`src/rtl/framebuffer_port_arbiter.sv`:
```
`default_nettype none
// ============================================================================
// Module      : framebuffer_port_arbiter
// Description : Round-robin share of the framebuffer index-RAM port between
//               the SPI GPU path (A), the soft-CPU path (B) and a fill engine.
// Revision    : 1.0 - initial release
// ============================================================================
module framebuffer_port_arbiter #(
  parameter int ADDR_W            = 17,
  parameter int DATA_W            = 8,
  parameter int FB_DEPTH          = 76800,
  parameter int BLANK_ONLY_WRITES = 0
) (
  input  logic              clk_pixel,
  input  logic              reset_n,
  input  logic              a_valid,
  input  logic              a_we,
  input  logic [ADDR_W-1:0] a_addr,
  input  logic [DATA_W-1:0] a_wdata,
  output logic              a_ready,
  output logic              a_rvalid,
  output logic [DATA_W-1:0] a_rdata,
  input  logic              b_valid,
  input  logic              b_we,
  input  logic [ADDR_W-1:0] b_addr,
  input  logic [DATA_W-1:0] b_wdata,
  output logic              b_ready,
  output logic              b_rvalid,
  output logic [DATA_W-1:0] b_rdata,
  input  logic              fill_start,
  input  logic [ADDR_W-1:0] fill_base,
  input  logic [ADDR_W:0]   fill_len,
  input  logic [DATA_W-1:0] fill_color,
  output logic              fill_busy,
  output logic              fill_done,
  input  logic              hblank,
  input  logic              vblank,
  output logic [ADDR_W-1:0] fb_addr,
  output logic [DATA_W-1:0] fb_wdata,
  output logic              fb_wren,
  input  logic [DATA_W-1:0] fb_rdata
);

  typedef enum logic [1:0] {
    FILL_IDLE = 2'd0,
    FILL_RUN  = 2'd1,
    FILL_DONE = 2'd2
  } fill_state_t;

  localparam logic [1:0]        c_ptr_a    = 2'd0;
  localparam logic [1:0]        c_ptr_b    = 2'd1;
  localparam logic [1:0]        c_ptr_f    = 2'd2;
  localparam logic [ADDR_W:0]   c_depth    = (ADDR_W+1)'(FB_DEPTH);
  localparam logic [ADDR_W:0]   c_last     = (ADDR_W+1)'(FB_DEPTH - 1);
  localparam logic [ADDR_W-1:0] c_addr_one = ADDR_W'(1);
  localparam logic [ADDR_W:0]   c_len_one  = (ADDR_W+1)'(1);

  fill_state_t       r_state;
  fill_state_t       w_state_nxt;
  logic [1:0]        r_rr_ptr;
  logic [ADDR_W-1:0] r_fill_cur;
  logic [ADDR_W:0]   r_fill_rem;
  logic [DATA_W-1:0] r_fill_color;
  logic              r_rd1_valid;
  logic              r_rd1_sel_b;
  logic              r_rd2_valid;
  logic              r_rd2_sel_b;
  logic              w_wr_ok;
  logic              w_elig_a;
  logic              w_elig_b;
  logic              w_elig_f;
  logic              w_gnt_a;
  logic              w_gnt_b;
  logic              w_gnt_f;
  logic [ADDR_W-1:0] w_fill_base;
  logic [ADDR_W-1:0] w_fill_next;

  assign w_wr_ok  = (BLANK_ONLY_WRITES == 0) || hblank || vblank;
  assign w_elig_a = a_valid & (~a_we | w_wr_ok);
  assign w_elig_b = b_valid & (~b_we | w_wr_ok);
  assign w_elig_f = (r_state == FILL_RUN) & w_wr_ok;

  // Search begins at r_rr_ptr, which always names the requester after the last grant.
  always_comb begin
    w_gnt_a = 1'b0;
    w_gnt_b = 1'b0;
    w_gnt_f = 1'b0;
    if (reset_n) begin
      case (r_rr_ptr)
        c_ptr_b: begin
          if (w_elig_b)      w_gnt_b = 1'b1;
          else if (w_elig_f) w_gnt_f = 1'b1;
          else if (w_elig_a) w_gnt_a = 1'b1;
        end
        c_ptr_f: begin
          if (w_elig_f)      w_gnt_f = 1'b1;
          else if (w_elig_a) w_gnt_a = 1'b1;
          else if (w_elig_b) w_gnt_b = 1'b1;
        end
        default: begin
          if (w_elig_a)      w_gnt_a = 1'b1;
          else if (w_elig_b) w_gnt_b = 1'b1;
          else if (w_elig_f) w_gnt_f = 1'b1;
        end
      endcase
    end
  end

  assign a_ready   = w_gnt_a;
  assign b_ready   = w_gnt_b;
  assign fill_busy = (r_state != FILL_IDLE);
  assign fill_done = (r_state == FILL_DONE);

  assign w_fill_base = ({1'b0, fill_base} >= c_depth) ? ADDR_W'({1'b0, fill_base} - c_depth)
                                                      : fill_base;
  assign w_fill_next = ({1'b0, r_fill_cur} == c_last) ? '0 : r_fill_cur + c_addr_one;

  always_comb begin
    w_state_nxt = r_state;
    case (r_state)
      FILL_IDLE: if (fill_start) w_state_nxt = (fill_len == '0) ? FILL_DONE : FILL_RUN;
      FILL_RUN:  if (w_gnt_f && (r_fill_rem == c_len_one)) w_state_nxt = FILL_DONE;
      FILL_DONE: w_state_nxt = FILL_IDLE;
      default:   w_state_nxt = FILL_IDLE;
    endcase
  end

  always_ff @(posedge clk_pixel or negedge reset_n) begin
    if (!reset_n) begin
      r_state      <= FILL_IDLE;
      r_rr_ptr     <= c_ptr_a;
      r_fill_cur   <= '0;
      r_fill_rem   <= '0;
      r_fill_color <= '0;
      fb_addr      <= '0;
      fb_wdata     <= '0;
      fb_wren      <= 1'b0;
      r_rd1_valid  <= 1'b0;
      r_rd1_sel_b  <= 1'b0;
      r_rd2_valid  <= 1'b0;
      r_rd2_sel_b  <= 1'b0;
      a_rvalid     <= 1'b0;
      b_rvalid     <= 1'b0;
      a_rdata      <= '0;
      b_rdata      <= '0;
    end else begin
      r_state <= w_state_nxt;

      if ((r_state == FILL_IDLE) && fill_start) begin
        r_fill_cur   <= w_fill_base;
        r_fill_rem   <= fill_len;
        r_fill_color <= fill_color;
      end else if (w_gnt_f) begin
        r_fill_cur <= w_fill_next;
        r_fill_rem <= r_fill_rem - c_len_one;
      end

      if (w_gnt_a)      r_rr_ptr <= c_ptr_b;
      else if (w_gnt_b) r_rr_ptr <= c_ptr_f;
      else if (w_gnt_f) r_rr_ptr <= c_ptr_a;

      // fb_addr/fb_wdata hold through idle cycles; only fb_wren drops.
      if (w_gnt_a) begin
        fb_addr  <= a_addr;
        fb_wdata <= a_wdata;
      end else if (w_gnt_b) begin
        fb_addr  <= b_addr;
        fb_wdata <= b_wdata;
      end else if (w_gnt_f) begin
        fb_addr  <= r_fill_cur;
        fb_wdata <= r_fill_color;
      end
      fb_wren <= (w_gnt_a & a_we) | (w_gnt_b & b_we) | w_gnt_f;

      r_rd1_valid <= (w_gnt_a & ~a_we) | (w_gnt_b & ~b_we);
      r_rd1_sel_b <= w_gnt_b;
      r_rd2_valid <= r_rd1_valid;
      r_rd2_sel_b <= r_rd1_sel_b;
      a_rvalid    <= r_rd2_valid & ~r_rd2_sel_b;
      b_rvalid    <= r_rd2_valid & r_rd2_sel_b;
      if (r_rd2_valid && !r_rd2_sel_b) a_rdata <= fb_rdata;
      if (r_rd2_valid && r_rd2_sel_b)  b_rdata <= fb_rdata;
    end
  end

endmodule
`default_nettype wire

```
`config.mk`:
```
export PLATFORM = sky130hd
export DESIGN_NAME = framebuffer_port_arbiter
export DESIGN_NICKNAME = d
export VERILOG_FILES = /design/src/rtl/framebuffer_port_arbiter.sv
export SDC_FILE = /design/constraint.sdc
export NUM_CORES = 1
export LEC_CHECK = 0
export CAP_MARGIN = 20
export CORE_ASPECT_RATIO = 1.1
export CORE_MARGIN = 2
export CORE_UTILIZATION = 49
export CTS_BUF_LIST = sky130_fd_sc_hd__clkbuf_8
export DETAILED_ROUTE_END_ITERATION = 8
export PLACE_DENSITY_LB_ADDON = 0.2
export SETUP_SLACK_MARGIN = 0.1
export SKIP_CTS_REPAIR_TIMING = 1
export SKIP_LAST_GASP = 1
export SLEW_MARGIN = 20
export SYNTH_ARGS = -nofsm -noshare
export SYNTH_HDL_FRONTEND = slang
export SYNTH_SLANG_ARGS = --single-unit
```
`constraint.sdc`:
```
create_clock -name clk_pixel -period 3.2 [get_ports clk_pixel]
set_clock_uncertainty 0.2 [all_clocks]
set_input_delay 0.64 -clock clk_pixel [delete_from_list [all_inputs] [get_ports clk_pixel]]
set_output_delay 0.64 -clock clk_pixel [all_outputs]
set_load 0.1 [all_outputs]
```
Word-level counts from Yosys, hierarchy flattened
Index checks and enable logic that the tools add are counted.

Register bits: 95. Input port bits: 110. Output and inout port bits: 48. Logic and storage cells: 85.

Add/subtract/negate cells: 3. Order comparisons: 1. Equal/unequal tests: 8. Mux-type cells: 34. Bitwise operators: 12. Reductions and logical operators: 11.

Operators by type and width (number): $mux 17 (7); $mux 18 (2); $mux 8 (3); $eq 18x1->1 const B (1); $logic_not 18->1 (1); $sub 18x1->18 const B (1); $add 17x1->17 const B (1); $eq 17x17->1 const B (1); $ge 17x17->1 const B (1); $sub 17x17->17 const B (1); $mux 1 (12); $mux 2 (6); $and 1x1->1 (6); $pmux 1 s2 (3); $eq 2x1->1 const B (2); $eq 2x2->1 const B (2); $logic_and 1x1->1 (4); $pmux 2 s2 (1); $reduce_bool 2->1 (2); $not 1->1 (3); $or 1x1->1 (3); $reduce_bool 3->1 (1); $logic_not 2->1 (1); $ne 2x1->1 const B (1); 3 further kinds (3).

Logic depth before layout (Yosys ltp)
Word-level depth: 9. Gate-level depth with buffers: 9.

Least setup slack after synthesis
No wires, ideal clock.

Path type: reg-to-output. Start: register r_rr_ptr[0]. End: output port b_ready. Data arrival time: 2.015 ns. Data required time: 2.360 ns. Setup slack: 0.345 ns. Cell stages (with the launch flop): 8. Buffers on the path: 1. Cells stage by stage: dfrtp_1 inv_1 ha_1 nand2b_1 nand2_1 nand3_2 buf_2 inv_1.

Longest elaborated chain between the ends: 3. Elaborated cells between the ends (all ways): 4. Classes of those cells: eq/ne: 2; mux: 2.

RTL lines: from (decl) (RTL line 60) `logic [1:0] r_rr_ptr;`; from (signal assigned) (RTL line 131) `r_rr_ptr <= c_ptr_a;`; from (signal assigned) (RTL line 158) `if (w_gnt_a) r_rr_ptr <= c_ptr_b;`; from (signal assigned) (RTL line 159) `else if (w_gnt_b) r_rr_ptr <= c_ptr_f;`; $eq 2x2->1 / $eq 2x1->1 (equally long branches) (RTL line 89) `case (r_rr_ptr)`; $pmux 1 s2 (*) (RTL line 89); $mux 1 (*) (RTL line 88) `if (reset_n) begin`; to (decl) (RTL line 27) `output logic b_ready,`.

Every way passes the cells marked *; elsewhere a longest branch is shown, timed or not.

Worst setup path in the final report
Start: input port b_valid. End: output port a_ready.

Longest elaborated chain between the ends: 3.

RTL lines: from (decl) (RTL line 23) `input logic b_valid,`; $mux 1 (RTL line 91) `if (w_elig_b) w_gnt_b = 1'b1;`; $pmux 1 s2 (RTL line 89); $mux 1 (RTL line 88); to (decl) (RTL line 20) `output logic a_ready,`.

No other way between the ends.

==> flow_summary.yaml <==
timing:
  min_period_ns: 2.972
  setup_violations: 0
  timing.final.max_slew_violations: 0
  rsz0062_at_grt: "no"
  fmax_ghz: 0.3365
  period_share: 0.9287
  worstMarginPinSlew_ns: 0.6857
  max_slew_margin: 0.5398
  final_hold_viol_count: 0
  fin_tns_setup_ns: 0
cts:
  clk_pin_slew_ns: 0.09
  cts-root-buf: "clkbuf_8"
  clockBufferDepth: 2
  cts_buffers: 9
  clock_latency_ns: 0.37
  ctsHtreeMaxLevel: 3
  cts_tree: "done"
  cts.sinks: 95
die:
  die-area_um2: 11660
  pin_count: 158
  start_util: 0.5073
  core_um2: 10440
  rows: 39
  die_w_um: 103.1
  die_h_um: 113.1
route:
  drc_errors: 0
  via_per_inst: 6.190
  drt_iter0_drc: 447
  ant_nets: 0
  wl_um: 15040
  via_count: 5125
  firstDrtPassIters: 5
  wl_per_cell_um: 18.16
logic_synthesis:
  synth_cell_types: 65
  yosysMostFrequentCell: "dfrtp_1"
  synth-edff-count: 0
  syn_area_um2: 5298
  async_flop_share: 1.000
  syn-instance-count: 526
  ys_seq_elements: 95
  yosysTopAreaCell: "dfrtp_1"
  synth_top_cells_by_count: "95 x dfrtp_1, 55 x nand2_1, 29 x and3_1"
  synth_area_leaders: "dfrtp_1 45%, o32a_1 4.7%, nor3b_1 4.0%"
  yosysTopAreaCellShare: 0.4487
  synthesis.nets: 642
  yosysWarningCount: 0
  synth_ff_type: "dfrtp_1"
  syn_avg_cell_area_um2: 10.07
  ys_seq_area_frac: 0.4487
grt:
  grt_max_degree: 55
  track_usage: 0.2628
  antenna_found_initial: 0
  overflow: 0
  grt_pass1_vias: 4978
  grt_pass1_wl_um: 24390
cells_and_area:
  syn_to_final_growth_pct: 35.59
  nets: 797
  drive_above_1_share: 0.1650
  n_antenna_cell: 0
  fin_util: 0.6879
status:
  status: "completed"
power_and_ir_drop:
  p_leak_uw: 0.003043
  peakVddDrop_mv: 0.6990
  power.density_nw_per_um2: 1083
placement:
  portBuffers: 155
  dpl.hpwl_um: 11050
  gp_congestion: 0.9340
critical_path:
  worst_setup_path_end_kind: "primary output"
  worst_ep_required_time_ns: 2.36
  path_class: "primary input to primary output"
  crit_path_start_kind: "primary input"
  arrival_ns: 2.13
  cp_max_fo: 7
job:
  drv_cap: 0
hold_path:
  hold_path_class: "flip-flop to flip-flop"
final cells by class:
cell class,instances,area (um2)
repair buffers,177,1634
clock inverters,6,91.34
inverters,17,63.81
fillers,854,3259
well taps,143,178.9
flip-flops and latches,95,2377
clock buffers,9,123.9
multi-input cells,381,2714
registers in the layout, indices dropped and copies added, names as in the netlist, 8 cells and up:
name	flops
fb_wdata	8
fb_addr	17
r_fill_rem	18
r_fill_cur	17
r_fill_color	8
b_rdata	8
a_rdata	8
critical path: stages:
cell	delay, ns
clkdlybuf4s50_1	0.65
nor2b_1	0.09
o21a_1	0.19
o21a_1	0.20
nand2_1	0.11
inv_1	0.09
buf_12	0.17
layer usage:
layer	global-route usage	share of wire	vias to the layer above
met5	0	0	-
li1	-	-	2347
met4	0.08684	0.018	0
met1	0.3745	0.44	2484
met3	0.04385	0.085	30
met2	0.4082	0.46	264
logic make-up (layout without fill, tap and decap cells):
logic type,after synthesis,in the layout,synth area share
adders and majority gates,6,6,0.01417
xor gates and xnor gates,3,3,0.004961
and+or+nand+nor,205,205,0.2230
muxes,19,19,0.03968
buffers and inverters,50,209,0.03968
AOI/OAI and AO/OA,148,148,0.2298
DFF,95,95,0.4487
worst paths after layout:
kind                             start              to  slack [ns]  cells after the start
max                            b_valid         a_ready        0.23                      7
max reg2reg                r_rr_ptr[0]  r_fill_cur[14]        0.42                      7
max in group asynchronous      reset_n   r_fill_cur[4]        1.56                      3
min in group asynchronous      reset_n   r_fill_rem[8]        0.47                      2
min                        r_rd1_sel_b     r_rd2_sel_b        0.16                      0
min reg2reg                r_rd1_sel_b     r_rd2_sel_b        0.16                      0
where the power goes:
part           switching (uW)  leakage, uW  internal, uW
Sequential                451      0.00114          1730
Clock                     439     0.000110           442
Combinational            3280      0.00180          1440
cell usage in the layout, fill, tap and decap left out, drive strengths merged, types with 8 or more instances in the layout:
master,synthesis,final
nor3,8,8
clkbuf,21,9
nand2b,8,8
o21ai,13,13
nor4,13,13
nand3,14,14
o211ai,10,10
and3,29,29
nor2,19,19
buf,12,70
clkdlybuf4s50,0,106
inv,17,19
or4,9,9
mux2,16,16
o32a,25,25
a21oi,15,15
nor3b,29,29
dfrtp,95,95
a221o,14,14
a2bb2oi,21,21
nand2,55,55
stage by stage:
stage	cells	worst slack [ns]	power, uW	area (um2)	hold slack, ns
finish	828	0.2282	7782	7183	0.1582
global route	828	0.1206	8177	7183	0.1644
CTS	827	0.2491	7776	7173	-0.1278
detailed placement	812	0.03046	6900	6958	0.1379
global placement	812	0.09716	6791	6958	0.1328
floorplan	526	0.3453	5715	5298	0.1312
No activity file was read; power rests on OpenSTA's default activity.
==> variant 1 (config.mk and constraints unchanged) <==
The parameter `DATA_W` goes from 8 to 7.
--- a/src/rtl/framebuffer_port_arbiter.sv
+++ b/src/rtl/framebuffer_port_arbiter.sv
@@ -9,3 +9,3 @@
   parameter int ADDR_W            = 17,
-  parameter int DATA_W            = 8,
+  parameter int DATA_W            = 7,
   parameter int FB_DEPTH          = 76800,
Ports: changed (7 resized); port bits go from 158 to 151. The function was not compared with the original's and may differ.
==> variant 1 against the original RTL <==
  * Sequential cell count fell by 4
  * Critical path depth did not move
  * Wire length rose by 0.16%
  * Worst setup slack got worse by 0.0039 ns
  * Cell area fell by 3.4%
  * Area after synthesis fell by 3.2%
  * Sequential power fell by 2%
  * Power fell by 3.0%
==> variant 1: results (changes against the original RTL) <==
Routed WL - 15060 microns (+0.16%)
GP Congestion - 0.8842 (-5.3%)
Cell count after synthesis - 526 (unchanged)
Initial DRC count - 214 (-52%)
XOR/XNOR share of the synthesized area - 0.8541% (+0.36 points)
Multi-Input Combinational - 380 (-0.26%)
Vias in the first global route - 4937 (-0.82%)
Met1 wire length - 6331 microns (-3.5%)
Post-DR vias/cell - 6.054 (-2.2%)
Met2 usage - 44.25% (+3.4 points)
Slew @ Worst Pin - 0.7842 ns (+0.09853 ns)
Non-CTS buffers - 165 (-6.8%)
Synth Area in Compound Gates - 24.28% (+1.3 points)
Crit path max fanout - 7 (unchanged)
Logic inverters - 21 (+4)
Largest net degree at the start of global routing - 74 (+35%)
Highest routed layer - met4
Layout cells sized above 1 - 15.45% (-1.0 points)
Met3 usage - 3.972% (-0.41 points)
H-Tree Depth - 3 (unchanged)
Post-synth ARST share - 100.0% (unchanged)
Multi-input logic area - 2648 sq um (-2.4%)
Buffers on Ports - 148 (-4.5%)
Static Leakage - 2.997 nW (-1.5%)
Place WS - 0.1004 ns (+0.06994 ns)
Fillers - 852 (-0.23%)
Final nets - 780 (-2.1%)
Synth area leaders - dfrtp_1 44%, o32a_1 4.7%, nand2_1 4.5%
Worst path max stage delay - 0.64 ns
Synth unique cells - 59 (-9.2%)
FF+latch area - 2277 sq um (-4.2%)
Non-clock buffer share - 22.29% (-0.46 points)
Peak VDD IR - 627.4 uV (-10%)
All-Layer GR Usage - 27.01% (+0.73 points)
Clock network share of area - 3.012% (+0.016 points)
DIE AREA - 11300 sq um (-3.1%)
Post-Synth Adder-Cell Area - 1.464% (+0.047 points)
Largest regs - r_fill_rem (18), fb_addr (17), r_fill_cur (17)
Wire per inst - 18.46 microns (+1.6%)
Seq cells - 91 (-4.2%)
Detailed Place HPWL - 10700 microns (-3.2%)
Commonest cells post-synth - 91 x dfrtp_1, 61 x nand2_1, 30 x and3_1
Syn Nets - 638 (-0.62%)
Met1 Track Usage GR - 35.74% (-1.7 points)
Clock buffers - 10 (+1)
Register clock-pin slew on the reported worst setup and hold paths - 0.10 ns
Post-DP Area - 6714 sq um (-3.5%)
CP delay by family, top - buffers and inverters
ANT cells - 0 (unchanged)
First-pass GRT wire length - 24280 microns (-0.45%)
Register area share after synthesis - 44.41% (-0.46 points)
Status - finished, final reports clean
Post-synthesis mux area share - 3.465% (-0.50 points)
Routed wl met3 - 961 microns (-24%)
Cell Pwr Density - 1088 nW/um^2 (+0.40%)
Placed cell count - 799 (-1.6%)
Metal2 WL - 7466 microns (+7.7%)
-- variant 1: changes by cell type in the layout (fill, tap and decap cells not counted), moves of 4 or more --
cell             change
buf_4                -9
o311ai_0             -6
or4_1                -4
nand2_1              +6
dfrtp_1              -4
o21ai_1              +6
o21ai_0              -4
clkdlybuf4s50_1      -4
o311ai_1             +4
nand2b_1             -4
o21a_1               -4
-- variant 1: worst paths after layout --
kind	startpoint	endpoint	slack (ns)	cells after the start
worst max-delay path	b_valid	a_ready	0.22	7
worst max register to register	r_rr_ptr[0]	fb_wdata[6]	0.48	8
min in group asynchronous	reset_n	r_fill_rem[9]	0.49	2
max in group asynchronous	reset_n	fb_addr[5]	1.22	3
worst min-delay path	r_rd1_sel_b	r_rd2_sel_b	0.16	0
worst min register to register	r_rd1_sel_b	r_rd2_sel_b	0.16	0
-- variant 1: where the power goes --
part | switching, mW | internal [mW] | total (mW)
Sequential | 0.454 | 1.67 | 2.13
Combinational | 3.20 | 1.38 | 4.58
Clock | 0.448 | 0.389 | 0.838
==> variant 2 (same settings) <==
Without the edit above. Reset style: synchronous (`reset_n`), changed in one clocked block.
--- a/src/rtl/framebuffer_port_arbiter.sv
+++ b/src/rtl/framebuffer_port_arbiter.sv
@@ -127,3 +127,3 @@
 
-  always_ff @(posedge clk_pixel or negedge reset_n) begin
+  always_ff @(posedge clk_pixel) begin
     if (!reset_n) begin
Function: differs if reset_n is asserted again (counterexample within 4 cycles, from zero or initial values and one cycle with reset_n low); with reset_n held inactive, the same outputs for 4 cycles.
==> variant 2 against the original RTL <==
  * Sequential cell count stayed put
  * Worst setup slack improved by 0.055 ns
  * Wire length decreased by 8.4%
  * Cell area is 7.9% lower
  * Register-to-register slack better by 0.02 ns
  * Die area shrank 9.6%
  * Cell count up 0.48%
  * Via count is 4.8% lower
  * Area after synthesis is 9.9% lower
  * Count of clock-buffer cells in the layout unchanged
  * Critical endpoint unchanged
Power is not compared: it rests on default switching activity, and its combinational part moved more than twofold at a synthesized area within 25%.
==> variant 2: results (changes against the original RTL) <==
All-Layer GR Usage - 25.51% (-0.78 points)
Synth unique cells - 61 (-6.2%)
Synth area leaders - dfxtp_1 40%, a21oi_1 6.2%, mux2_2 5.9%
First-pass GRT wire length - 22130 microns (-9.3%)
R2R cell count - 5 (-2)
GP Congestion - 0.9591 (+2.7%)
Syn Nets - 674 (+5.0%)
Initial DRC count - 199 (-55%)
Met1 wire length - 5642 microns (-14%)
Crit path max fanout - 4 (-3)
Vias in the first global route - 4736 (-4.9%)
Met1 Track Usage GR - 30.37% (-7.1 points)
Metal2 WL - 6824 microns (-1.6%)
Worst path max stage delay - 0.57 ns (-0.08 ns)
Layout cells sized above 1 - 16.50% (about the same)
Post-synth ARST share - 0% (-100 points)
Detailed-route via count - 4877 (-4.8%)
Final nets - 826 (+3.6%)
Status - finished, final reports clean
Hold Startpoint - r_rd1_sel_b
Met3 usage - 4.351% (-0.035 points)
Place WS - 0.1821 ns (+0.1516 ns)
Reg-to-reg setup timing slack - 0.44 ns (+0.02 ns)
Detailed Place HPWL - 10290 microns (-6.9%)
Reg2reg end - r_fill_cur[15]
Met2 usage - 45.21% (+4.4 points)
Min-Delay Path Depth - 1 (+1)
Largest net degree at the start of global routing - 37 (-33%)
DRT Pass-1 Iters - 5 (unchanged)
Reg-to-reg startpoint - r_fill_cur[14]
[variant 2: cell families after synthesis]
| logic type | after synthesis | synth area share, % |
|---|---|---|
| flops | 95 | 39.85 |
| xor+xnor | 6 | 1.101 |
| mux | 52 | 11.56 |
| buf+inv | 46 | 3.671 |
| compound gates | 157 | 21.95 |
| fa+ha+maj | 6 | 1.573 |
| simple gates | 196 | 20.29 |
[variant 2: where the power goes]
part           internal, mW  switching (mW)  total (mW)  leakage (nW)
sequential             1.28          0.0864        1.36         0.779
combinational         0.386           0.649        1.04          1.74
clock                 0.308           0.487       0.796        0.0946
total                  1.97            1.22        3.20          2.61
[variant 2: metrics by stage]
step | instances | hold WS [ns] | instance area [sq um]
final | 832 | 0.2494 | 6613
after global routing | 832 | 0.2687 | 6613
after CTS | 832 | 0.2482 | 6613
after detailed placement | 816 | 0.2243 | 6415
after global placement | 816 | 0.2144 | 6415
after floorplan | 558 | 0.2119 | 4773
[variant 2: worst max path at each step]
| stage | depth (start not counted) | to | slack [ns] | startpoint |
|---|---|---|---|---|
| detailed placement | 7 | r_fill_rem[17] | 0.18 | reset_n |
| finish | 7 | a_ready | 0.28 | b_valid |
| global route | 7 | a_ready | 0.16 | b_valid |
| floorplan | 6 | a_ready | 0.48 | b_valid |
| global placement | 7 | r_fill_cur[11] | 0.23 | fill_base[4] |
| CTS | 7 | a_ready | 0.28 | b_valid |
[variant 2: layout make-up]
| class | count | area (sq um) | share of cell area, % |
|---|---|---|---|
| repair buffers | 175 | 1619 | 24.48 |
| inverters | 12 | 45.04 | 0.6812 |
| multi-input cells | 417 | 2703 | 40.87 |
| well taps | 117 | 146.4 | 2.214 |
| clock buffers | 9 | 123.9 | 1.873 |
| clock inverters | 7 | 73.82 | 1.116 |
| flip-flops and latches | 95 | 1902 | 28.76 |
